<file path="config.mk">
export PLATFORM = sky130hd
export DESIGN_NAME = testport_write_driver
export DESIGN_NICKNAME = d
export VERILOG_FILES = /design/src/rtl/testport_write_driver.sv
export SDC_FILE = /design/constraint.sdc
export NUM_CORES = 1
export LEC_CHECK = 0
export BUFFER_PORTS_ARGS = -buffer_cell sky130_fd_sc_hd__buf_2
export CAP_MARGIN = 20
export CORE_UTILIZATION = 43
export DETAILED_ROUTE_END_ITERATION = 16
export GPL_TIMING_DRIVEN = 0
export PLACE_DENSITY = 0.75
export SYNTH_ARGS = -nofsm -noshare
export SYNTH_HDL_FRONTEND = slang
export SYNTH_SLANG_ARGS = --single-unit
</file>
<file path="constraint.sdc">
create_clock -name clk -period 2.1 [get_ports clk]
set_clock_uncertainty 0.15 [all_clocks]
set_input_delay 0.105 -clock clk [delete_from_list [all_inputs] [get_ports clk]]
set_output_delay 0.105 -clock clk [all_outputs]
set_load 0.005 [all_outputs]
</file>
<file path="src/rtl/testport_write_driver.sv">
// Bus-master side of the testbench word-write port: takes write requests over
// valid/ready, drives one wen pulse per write, honours stall, inserts a low gap.
module testport_write_driver #(
  parameter int unsigned GAP_CYCLES = 1,
  parameter int unsigned STALL_MAX  = 1024,
  parameter int unsigned CNT_W      = 16
) (
  input  logic             clk,
  input  logic             rst,
  input  logic             req_valid,
  output logic             req_ready,
  input  logic [29:0]      req_addr,
  input  logic [31:0]      req_data,
  input  logic             stall,
  output logic [29:0]      addr,
  output logic [31:0]      data,
  output logic             wen,
  output logic             busy,
  output logic [CNT_W-1:0] wr_count,
  output logic             err
);

  localparam int unsigned STALL_W = $clog2(STALL_MAX + 1);
  localparam int unsigned GAP_W   = $clog2(GAP_CYCLES + 1);

  typedef enum logic [1:0] {
    IDLE,
    WRITE,
    GAP
  } state_t;

  state_t             state, state_d;
  logic [STALL_W-1:0] stall_cnt, stall_cnt_d;
  logic [GAP_W-1:0]   gap_cnt, gap_cnt_d;
  logic [29:0]        addr_d;
  logic [31:0]        data_d;
  logic               wen_d, busy_d, ready_d, err_d;
  logic [CNT_W-1:0]   wr_count_d;

  // Next-state and next-output logic; every output is the registered copy.
  always_comb begin
    state_d     = state;
    stall_cnt_d = stall_cnt;
    gap_cnt_d   = gap_cnt;
    addr_d      = addr;
    data_d      = data;
    wen_d       = wen;
    busy_d      = busy;
    ready_d     = req_ready;
    err_d       = err;
    wr_count_d  = wr_count;

    case (state)
      IDLE: begin
        if (req_valid) begin
          state_d     = WRITE;
          stall_cnt_d = '0;
          addr_d      = req_addr;
          data_d      = req_data;
          wen_d       = 1'b1;
          busy_d      = 1'b1;
          ready_d     = 1'b0;
        end
      end
      WRITE: begin
        // Leave WRITE on a taken write or on the last tolerated stall edge.
        if (!stall || (stall_cnt == STALL_W'(STALL_MAX - 1))) begin
          if (!stall) begin
            if (wr_count != '1) begin
              wr_count_d = wr_count + CNT_W'(1);
            end
          end else begin
            err_d = 1'b1;
          end
          state_d   = GAP;
          gap_cnt_d = '0;
          addr_d    = '0;
          data_d    = '0;
          wen_d     = 1'b0;
        end else begin
          stall_cnt_d = stall_cnt + STALL_W'(1);
        end
      end
      GAP: begin
        if (gap_cnt == GAP_W'(GAP_CYCLES - 1)) begin
          state_d = IDLE;
          busy_d  = 1'b0;
          ready_d = 1'b1;
        end else begin
          gap_cnt_d = gap_cnt + GAP_W'(1);
        end
      end
      default: begin
        state_d = IDLE;
        addr_d  = '0;
        data_d  = '0;
        wen_d   = 1'b0;
        busy_d  = 1'b0;
        ready_d = 1'b1;
      end
    endcase
  end

  always_ff @(posedge clk) begin
    if (rst) begin
      state     <= IDLE;
      stall_cnt <= '0;
      gap_cnt   <= '0;
      addr      <= '0;
      data      <= '0;
      wen       <= 1'b0;
      busy      <= 1'b0;
      req_ready <= 1'b1;
      err       <= 1'b0;
      wr_count  <= '0;
    end else begin
      state     <= state_d;
      stall_cnt <= stall_cnt_d;
      gap_cnt   <= gap_cnt_d;
      addr      <= addr_d;
      data      <= data_d;
      wen       <= wen_d;
      busy      <= busy_d;
      req_ready <= ready_d;
      err       <= err_d;
      wr_count  <= wr_count_d;
    end
  end

endmodule
</file>
==> results of run 1 <==
==> through the flow <==
step | utilization | hold WS (ns)
floorplan | - | 0.0805
global placement | 0.561 | 0.165
detailed placement | 0.561 | 0.170
CTS | 0.671 | 0.0000481
global route | 0.676 | 0.0369
finish | 0.676 | 0.00737
==> per-layer routing <==
metal,share of wire,vias to the layer above,GRT usage
li1,-,1691,-
met1,0.40,1692,0.294
met2,0.52,133,0.447
met3,0.051,29,0.0501
met4,0.029,0,0.125
met5,0,-,0
==> logic make-up (layout without fill, tap and decap cells) <==
family          after synthesis  in the layout  synth area share
compound gates               99             99             0.219
simple gates                 98             98             0.156
flops                        95             95             0.540
buf+inv                      25            252            0.0352
xor+xnor                      9              9            0.0224
mux                           7              7            0.0206
fa+ha+maj                     2              2           0.00710
==> sequential cells by signal, summed over array words and instances, names as in the netlist <==
signal and cells:
addr 30, busy 1, data 32, err 1
req_ready 1, stall_cnt 11, state 2, wen 1
wr_count 16
==> critical path, stage by stage (launching register included) <==
cell     delay, ns
dfxtp_2       0.38
ha_2          0.23
nand3_2       0.14
nor4_4        0.33
o22ai_1       0.11
nor2b_4       0.16
buf_6         0.15
buf_6         0.14
a22o_1        0.25
==> area by class of cell <==
cell class	count	area (sq um)
plain buffers	19	106
clock buffers	9	124
clock inverters	7	97.6
fillers	596	2530
inverters	6	22.5
multi-input cells	215	1520
flip-flops and latches	95	1900
well taps	102	128
repair buffers	211	1370
==> worst paths after layout <==
| kind | from | slack, ns | to | cells past startpoint |
|---|---|---|---|---|
| setup reg to reg | stall_cnt[0]$_SDFFE_PP0P_ | -0.05 | addr[4]$_SDFFE_PP0P_ | 8 |
| hold reg to reg | err$_SDFFE_PP0P_ | 0.30 | err$_SDFFE_PP0P_ | 2 |
| hold / removal | req_addr[21] | 0.007 | addr[21]$_SDFFE_PP0P_ | 4 |
| setup / recovery | stall_cnt[0]$_SDFFE_PP0P_ | -0.05 | addr[4]$_SDFFE_PP0P_ | 8 |
==> cell usage after synthesis, types with 2 or more instances <==
| cell type | n | area, sq um |
|---|---|---|
| or3_1 | 3 | 18.8 |
| a21oi_1 | 13 | 65.1 |
| o21ai_0 | 7 | 35.0 |
| ha_1 | 2 | 25.0 |
| xnor2_1 | 9 | 78.8 |
| mux2i_1 | 5 | 50.1 |
| dfxtp_1 | 95 | 1900 |
| nand3_1 | 10 | 50.1 |
| o31ai_1 | 6 | 45.0 |
| a22o_1 | 58 | 508 |
| a31oi_1 | 3 | 18.8 |
| or2_2 | 5 | 31.3 |
| nand2_1 | 15 | 56.3 |
| nor4_1 | 4 | 25.0 |
| mux2_2 | 2 | 22.5 |
| nor2_1 | 26 | 97.6 |
| nand4_1 | 3 | 18.8 |
| buf_6 | 3 | 33.8 |
| nor3b_1 | 2 | 15.0 |
| o21bai_1 | 3 | 22.5 |
| buf_2 | 6 | 30.0 |
| nor2b_1 | 5 | 31.3 |
| a211oi_1 | 2 | 15.0 |
| buf_1 | 2 | 7.51 |
| nor3_1 | 7 | 35.0 |
| inv_1 | 6 | 22.5 |
| and3_1 | 3 | 18.8 |
| and4_1 | 4 | 35.0 |
| nand2b_1 | 4 | 25.0 |
| clkbuf_1 | 8 | 30.0 |
==> report_power, final <==
group | total, mW | internal (mW) | leakage, nW | switching (mW)
clock | 1.32 | 0.592 | 0.113 | 0.728
combinational | 0.496 | 0.278 | 1.52 | 0.219
sequential | 1.94 | 1.89 | 0.777 | 0.0527
==> what timing repair did <==
item                       4_1_cts  5_1_grt
resized for setup                1       17
pin swaps                        1        1
hold endpoints to repair        63        0
buffers inserted                 2        1
hold buffers                    62        0
setup endpoints to repair       55       53
==> out/qor.txt, run 1 <==
Max Clk Rate = 0.466 GHz
Routed Antenna Nets = 0
Setup crit end kind = register
Vias = 3545
relative slew slack = 0.559
most frequent cells in the layout = buf_2 (155), dfxtp_1 (93), dlygate4sd3_1 (62), a22o_1 (58), nor2_1 (25)
P_leak = 2.41 nW
pwr/cell area = 713 nW/um^2
number of synthesized flops with an enable pin = 0
final setup fails = 12
Non-Filler Instances = 664
WL per Instance = 16.1 um
Core ar. = 7810 sq um
Final nets = 625
CTS max path bufs = 2
root buffer cell = clkbuf_8
dpl cells = 583
Congestion Overflow GR = 0
layout cell share with drive strength beyond 1 = 0.354
Final Total Pwr = 3.76 mW
Hold WC Path Type = primary input to register
Die ar. = 8560 sq um
Least-Margin Pin Slew = 0.659 ns
Synth Net Count = 403
Mapped Cells = 335
Routed Wire Length = 10.7 mm
Routability Congestion = 0.817
Worst EP required = 2.21 ns
initial core utilization = 0.451
IR drop worst, VDD = 0.000481 V
Synth warnings = 0
Worst setup SP type = register
Post-DP Area = 4380 sq um
final period utilization = 1.02
Seq cells post-synth = 95
WP data arrival = 2.25 ns
Seq/Total Area, Yosys = 0.540
Hold Fails Final Rpt = 0
Die W = 92.5 um
HPWL Detailed = 6.37 mm
Worst Slack Setup Final = -0.0456 ns
Netlist cell types = 44
setup repair after global routing missed its margin = true
post-route cell area = 5280 sq um
floorplan row count = 32
total CTS buffers = 9
worst-path fanout max = 10
initial antenna violation count = 0
GRT Total Usage = 0.254
pre-CTS setup slack = -0.131 ns
Port-buffer cells = 146
Skew-Pair Late Insertion Delay = 0.37 ns
top_reg_cell synth = dfxtp_1
IO Count = 148
mapped cell area = 3520 sq um
largest net degree at the start of global routing = 20
drt first pass iters = 5
Synth Area per Inst = 10.5 sq um
ys async rst share = 0
Slew Limit Fails = 0
most common cell after layout, fill and taps aside = buf_2
global-route wire length before repair = 17.2 mm
Reg clk slew, reported paths = 0.10 ns
Antenna diodes = 0
initial DRC count = 198
CTS tree = done
fin crit period = 2.15 ns
Die Height = 92.5 um
vias in the first global route = 3529
failing checks = setup timing
CTS sink count = 95
critical path class = register to register
max-cap viol count = 0
H-tree levels = 3
DRC = 0
outcome = complete, but fails checks
Area Overhead vs Synth = 49.8%
Avg Vias per Cell = 5.34
setup tns final = -0.211 ns
No activity file was read; power rests on OpenSTA's default activity.
==> run 2, diff against run 1 <==
==> config.mk (replaced) <==
export PLATFORM = sky130hd
export DESIGN_NAME = testport_write_driver
export DESIGN_NICKNAME = d
export VERILOG_FILES = /design/src/rtl/testport_write_driver.sv
export SDC_FILE = /design/constraint.sdc
export NUM_CORES = 1
export LEC_CHECK = 0
export CAP_MARGIN = 20
export CORE_UTILIZATION = 56
export DETAILED_ROUTE_END_ITERATION = 16
export DONT_BUFFER_PORTS = 1
export GPL_TIMING_DRIVEN = 0
export PLACE_DENSITY = 0.73
export SYNTH_ARGS = -nofsm -noshare
export SYNTH_HDL_FRONTEND = slang
export SYNTH_SLANG_ARGS = --single-unit
==> out/qor.txt, run 2 (synthesized netlist as in run 1, its figures left out) <==
relative slew slack = 0.644
Reg with most FFs = data
crit-path max cell delay = 0.41 ns
Port-buffer cells = 0
most frequent cells in the layout = dfxtp_1 (89), dlygate4sd3_1 (64), a22o_1 (58), nor2_1 (24), nand2_1 (15)
Setup crit end kind = register
Routability Congestion = 0.764
CTS tree = done
combinational share of power = 0.100
initial DRC count = 143
Worst Setup SP = stall_cnt[8]$_SDFFE_PP0P_
clock share of power = 0.326
Reg clk slew, reported paths = 0.09 ns
WP buf/inv = 2
Final nets = 480
Slowest-stage cell, CP = nor4_4
Congestion Overflow GR = 0
H-tree levels = 3
max reg flops = 32
hold_ws = 0.0216 ns
largest net degree at the start of global routing = 18
Final Total Pwr = 3.43 mW
Sequential Power Share = 0.575
Slew Limit Fails = 0
Core ar. = 5990 sq um
initial core utilization = 0.588
most used cell, CP = buf_6
Area Overhead vs Synth = 28.4%
critical-path cell list = nand2_1 -> nor4_4 -> o22ai_1 -> nor2b_4 -> buf_6 -> buf_6 -> a22o_1
Skew-Pair Late Insertion Delay = 0.35 ns
layout cell share with drive strength beyond 1 = 0.134
outcome = complete, no violations
Routed Antenna Nets = 0
root buffer cell = clkbuf_8
min-delay src = stall
worst-path fanout max = 10
Vias = 2933
Least-Margin Pin Slew = 0.530 ns
max-cap viol count = 0
total CTS buffers = 9
CTS sink count = 95
P_leak = 1.70 nW
global-route wire length before repair = 13.2 mm
CTS max path bufs = 2
fin crit period = 2.04 ns
Hold WC Path Type = primary input to register
DRC = 0
Die Height = 81.3 um
Routed Wire Length = 9.26 mm
Net Sw Frac = 0.262
Largest delay share family, worst path = simple AND/OR/NAND/NOR gates
Max Clk Rate = 0.491 GHz
pwr/cell area = 757 nW/um^2
IR drop worst, VDD = 0.000544 V
Reg-to-Reg Start = stall_cnt[8]$_SDFFE_PP0P_
final setup fails = 0
Worst setup SP type = register
critical path class = register to register
IO Count = 148
switching power = 0.899 mW
WP data arrival = 2.12 ns
GRT Total Usage = 0.267
most common cell after layout, fill and taps aside = dfxtp_1
Hold Fails Final Rpt = 0
vias in the first global route = 2792
setup repair after global routing missed its margin = false
Die ar. = 6610 sq um
internal power = 2.53 mW
Worst EP required = 2.19 ns
HPWL Detailed = 5.24 mm
final period utilization = 0.970
Avg Vias per Cell = 5.95
Largest regs = data x32, addr x30, wr_count x16
floorplan row count = 28
drt first pass iters = 5
Die W = 81.3 um
initial antenna violation count = 0
WL per Instance = 18.8 um
-- run 2: cell count changes in the layout (fill, tap and decap cells not counted), sizes merged --
cell / previous run / this run
inv: 10 / 9
bufinv: 1 / 0
clkinvlp: 0 / 2
dlygate4sd3: 62 / 64
buf: 163 / 13
clkbuf: 14 / 18
clkinv: 2 / 1
diode: 0 / 1
-- run 2: per-stage QoR --
| stage | area (sq um) | TNS, ns | setup WS, ns | instances | utilization |
|---|---|---|---|---|---|
| after floorplan | 3520 | 0 | 0.107 | 335 | - |
| after global placement | 3620 | -2.53 | -0.0626 | 410 | 0.604 |
| after detailed placement | 3620 | -4.23 | -0.109 | 410 | 0.604 |
| after CTS | 4460 | 0 | 0.00425 | 492 | 0.744 |
| after global routing | 4520 | 0 | 0.00111 | 492 | 0.755 |
| final | 4530 | 0 | 0.0636 | 493 | 0.755 |
-- run 2: power by group through the flow --
stage	registers (mW)	clock network, mW	logic (mW)
2_1_floorplan	1.99	0	0.184
3_5_place_dp	2.01	0	0.226
4_1_cts	1.97	1.12	0.326
6_report	1.97	1.12	0.341
3_3_place_gp	2.01	0	0.219
5_1_grt	1.98	1.20	0.369
-- run 2: routing by layer --
| layer | GRT usage | vias to the layer above | wire length, um |
|---|---|---|---|
| met4 | 0.109 | 0 | 133 |
| li1 | - | 1399 | - |
| met5 | 0 | - | 0 |
| met1 | 0.296 | 1392 | 3640 |
| met3 | 0.0753 | 12 | 652 |
| met2 | 0.475 | 130 | 4830 |
-- run 2: repair_timing --
item                                    4_1_cts  5_1_grt
pin swaps                                     1        0
endpoints found under the hold margin        70        0
endpoints found under the setup margin       50       56
resized for setup                             1       24
hold buffers                                 64        0
buffers inserted                              2        0
-- run 2: final timing paths --
path              slack (ns)                       end  cells after the start
hold reg to reg         0.33          err$_SDFFE_PP0P_                      2
hold / removal          0.02  wr_count[2]$_SDFFE_PP0P_                      2
setup reg to reg        0.06     addr[16]$_SDFFE_PP0P_                      7
setup / recovery        0.06     addr[16]$_SDFFE_PP0P_                      7
-- run 2: area by class of cell --
class,count,area [sq um]
Antenna cell,1,2.50
Buffer,19,105
Clock buffer,10,128
Clock inverter,6,52.6
Fill cell,407,1470
Inverter,6,22.5
Multi-Input combinational cell,215,1550
Sequential cell,95,1920
Tap cell,75,93.8
Timing Repair Buffer,66,656
==> run 3, diff against run 2 <==
==> constraint.sdc (replaced) <==
create_clock -name clk -period 2.1 [get_ports clk]
set_clock_uncertainty 0.15 [all_clocks]
set_input_delay 0.42 -clock clk [delete_from_list [all_inputs] [get_ports clk]]
set_output_delay 0.42 -clock clk [all_outputs]
set_load 0.005 [all_outputs]
==> out/qor.txt, run 3 (synthesized netlist as in run 1, its figures left out) <==
Worst Slack Setup Final = 0.0734 ns
Setup crit end kind = register
Vias = 2602
Area Overhead vs Synth = 9.94%
Slew Limit Fails = 0
Post-DP Area = 3620 sq um
final setup fails = 0
Core ar. = 5990 sq um
Avg Vias per Cell = 6.08
Reg with most FFs = data
critical-path cell list = nand4_1 -> nor4_4 -> o22ai_1 -> nor2b_4 -> buf_6 -> buf_6 -> a22o_1
critical path class = register to register
Net Sw Frac = 0.259
Routability Congestion = 0.764
pre-CTS setup slack = -0.109 ns
root buffer cell = clkbuf_8
Finished Core Util = 0.647
largest net degree at the start of global routing = 18
setup tns final = 0 ns
Worst setup SP type = register
most common cell after layout, fill and taps aside = dfxtp_1
IO Count = 148
WL per Instance = 17.5 um
internal power = 2.45 mW
Congestion Overflow GR = 0
pwr/cell area = 852 nW/um^2
Final nets = 416
total CTS buffers = 9
fin crit period = 2.03 ns
CTS sink count = 95
floorplan row count = 28
vias in the first global route = 2368
DRC = 0
footprint of the multi-input gates = 1540 sq um
IR drop worst, VDD = 0.000623 V
relative slew slack = 0.645
setup repair after global routing missed its margin = true
Slowest-stage cell, CP = nor4_4
crit-path max cell delay = 0.39 ns
combinational share of power = 0.070
sequential standard cell area = 1920 sq um
max-cap viol count = 0
Worst EP required = 2.19 ns
layout cell share with drive strength beyond 1 = 0.156
Largest delay share family, worst path = simple AND/OR/NAND/NOR gates
Hold Fails Final Rpt = 0
Max Clk Rate = 0.493 GHz
most frequent cells in the layout = dfxtp_1 (90), a22o_1 (58), nor2_1 (24), nand2_1 (15), a21oi_1 (13)
CTS max path bufs = 2
WP buf/inv = 2
global-route wire length before repair = 10.8 mm
Largest regs = data x32, addr x30, wr_count x16
drt first pass iters = 4
P_leak = 1.43 nW
Die Height = 81.3 um
Skew-Pair Late Insertion Delay = 0.35 ns
final period utilization = 0.965
Fill cells = 496
GRT Total Usage = 0.215
Sequential Power Share = 0.594
Reg clk slew, reported paths = 0.10 ns
Hold WC Path Type = primary input to register
H-tree levels = 3
Routed Wire Length = 7.50 mm
post-route cell area = 3870 sq um
most used cell, CP = buf_6
HPWL Detailed = 5.24 mm
CTS tree = done
Die ar. = 6610 sq um
Antenna diodes = 0
Least-Margin Pin Slew = 0.529 ns
switching power = 0.854 mW
initial DRC count = 133
Routed Antenna Nets = 0
Die W = 81.3 um
hold_ws = 0.0299 ns
max reg flops = 32
initial antenna violation count = 0
clock share of power = 0.336
initial core utilization = 0.588
Port-buffer cells = 0
worst-path fanout max = 10
outcome = complete, no violations
WP data arrival = 2.12 ns
[run 3: cell count changes in the layout (fill, tap and decap cells not counted)]
cell,before,now
dfxtp_1,89,90
dfxtp_2,3,2
diode_2,1,0
dlygate4sd3_1,64,0
nand3_2,1,2
nand3_4,1,0
[run 3: repair_timing]
action / CTS / global route
resized for setup: 1 / 22
hold buffers: 0 / 0
setup endpoints to repair: 50 / 55
gates cloned: 0 / 0
buffers inserted: 2 / 0
pin swaps: 1 / 1
[run 3: worst paths after layout]
check / startpoint / end / slack (ns) / depth (start not counted)
max: stall_cnt[7]$_SDFFE_PP0P_ / addr[12]$_SDFFE_PP0P_ / 0.07 / 7
min: req_data[25] / data[25]$_SDFFE_PP0P_ / 0.03 / 1
max reg2reg: stall_cnt[7]$_SDFFE_PP0P_ / addr[12]$_SDFFE_PP0P_ / 0.07 / 7
min reg2reg: err$_SDFFE_PP0P_ / err$_SDFFE_PP0P_ / 0.34 / 2
[run 3: layer usage]
layer | part of all wire | vias to the layer above | track usage
li1 | - | 1265 | -
met1 | 0.42 | 1226 | 0.258
met2 | 0.48 | 101 | 0.356
met3 | 0.082 | 10 | 0.0674
met4 | 0.013 | 0 | 0.0875
met5 | 0 | - | 0
[run 3: power by group through the flow]
stage | Clock (mW) | Combinational [mW] | Sequential [mW]
after floorplan | 0 | 0.184 | 1.99
after global placement | 0 | 0.219 | 2.01
after detailed placement | 0 | 0.226 | 2.01
after CTS | 1.12 | 0.228 | 1.97
after global routing | 1.20 | 0.256 | 1.98
final | 1.11 | 0.231 | 1.96
[run 3: area by class of cell]
class	count	share of cell area
multi-input cells	215	0.398
flip-flops and latches	95	0.495
repair buffers	2	0.00388
clock inverters	6	0.0136
well taps	75	0.0242
plain buffers	19	0.0271
inverters	6	0.00581
clock buffers	10	0.0329
[run 3: metrics by stage]
step	power, mW	instances
6_report	3.30	428
5_1_grt	3.43	428
4_1_cts	3.31	428
3_5_place_dp	2.23	410
3_3_place_gp	2.23	410
2_1_floorplan	2.17	335
[run 3: worst register-to-register path: cells and delay by family (launching register included)]
kind            cells  cell delay [ns]
compound gates      2             0.36
buf+inv             2             0.29
simple gates        3             0.75
flops               1             0.38
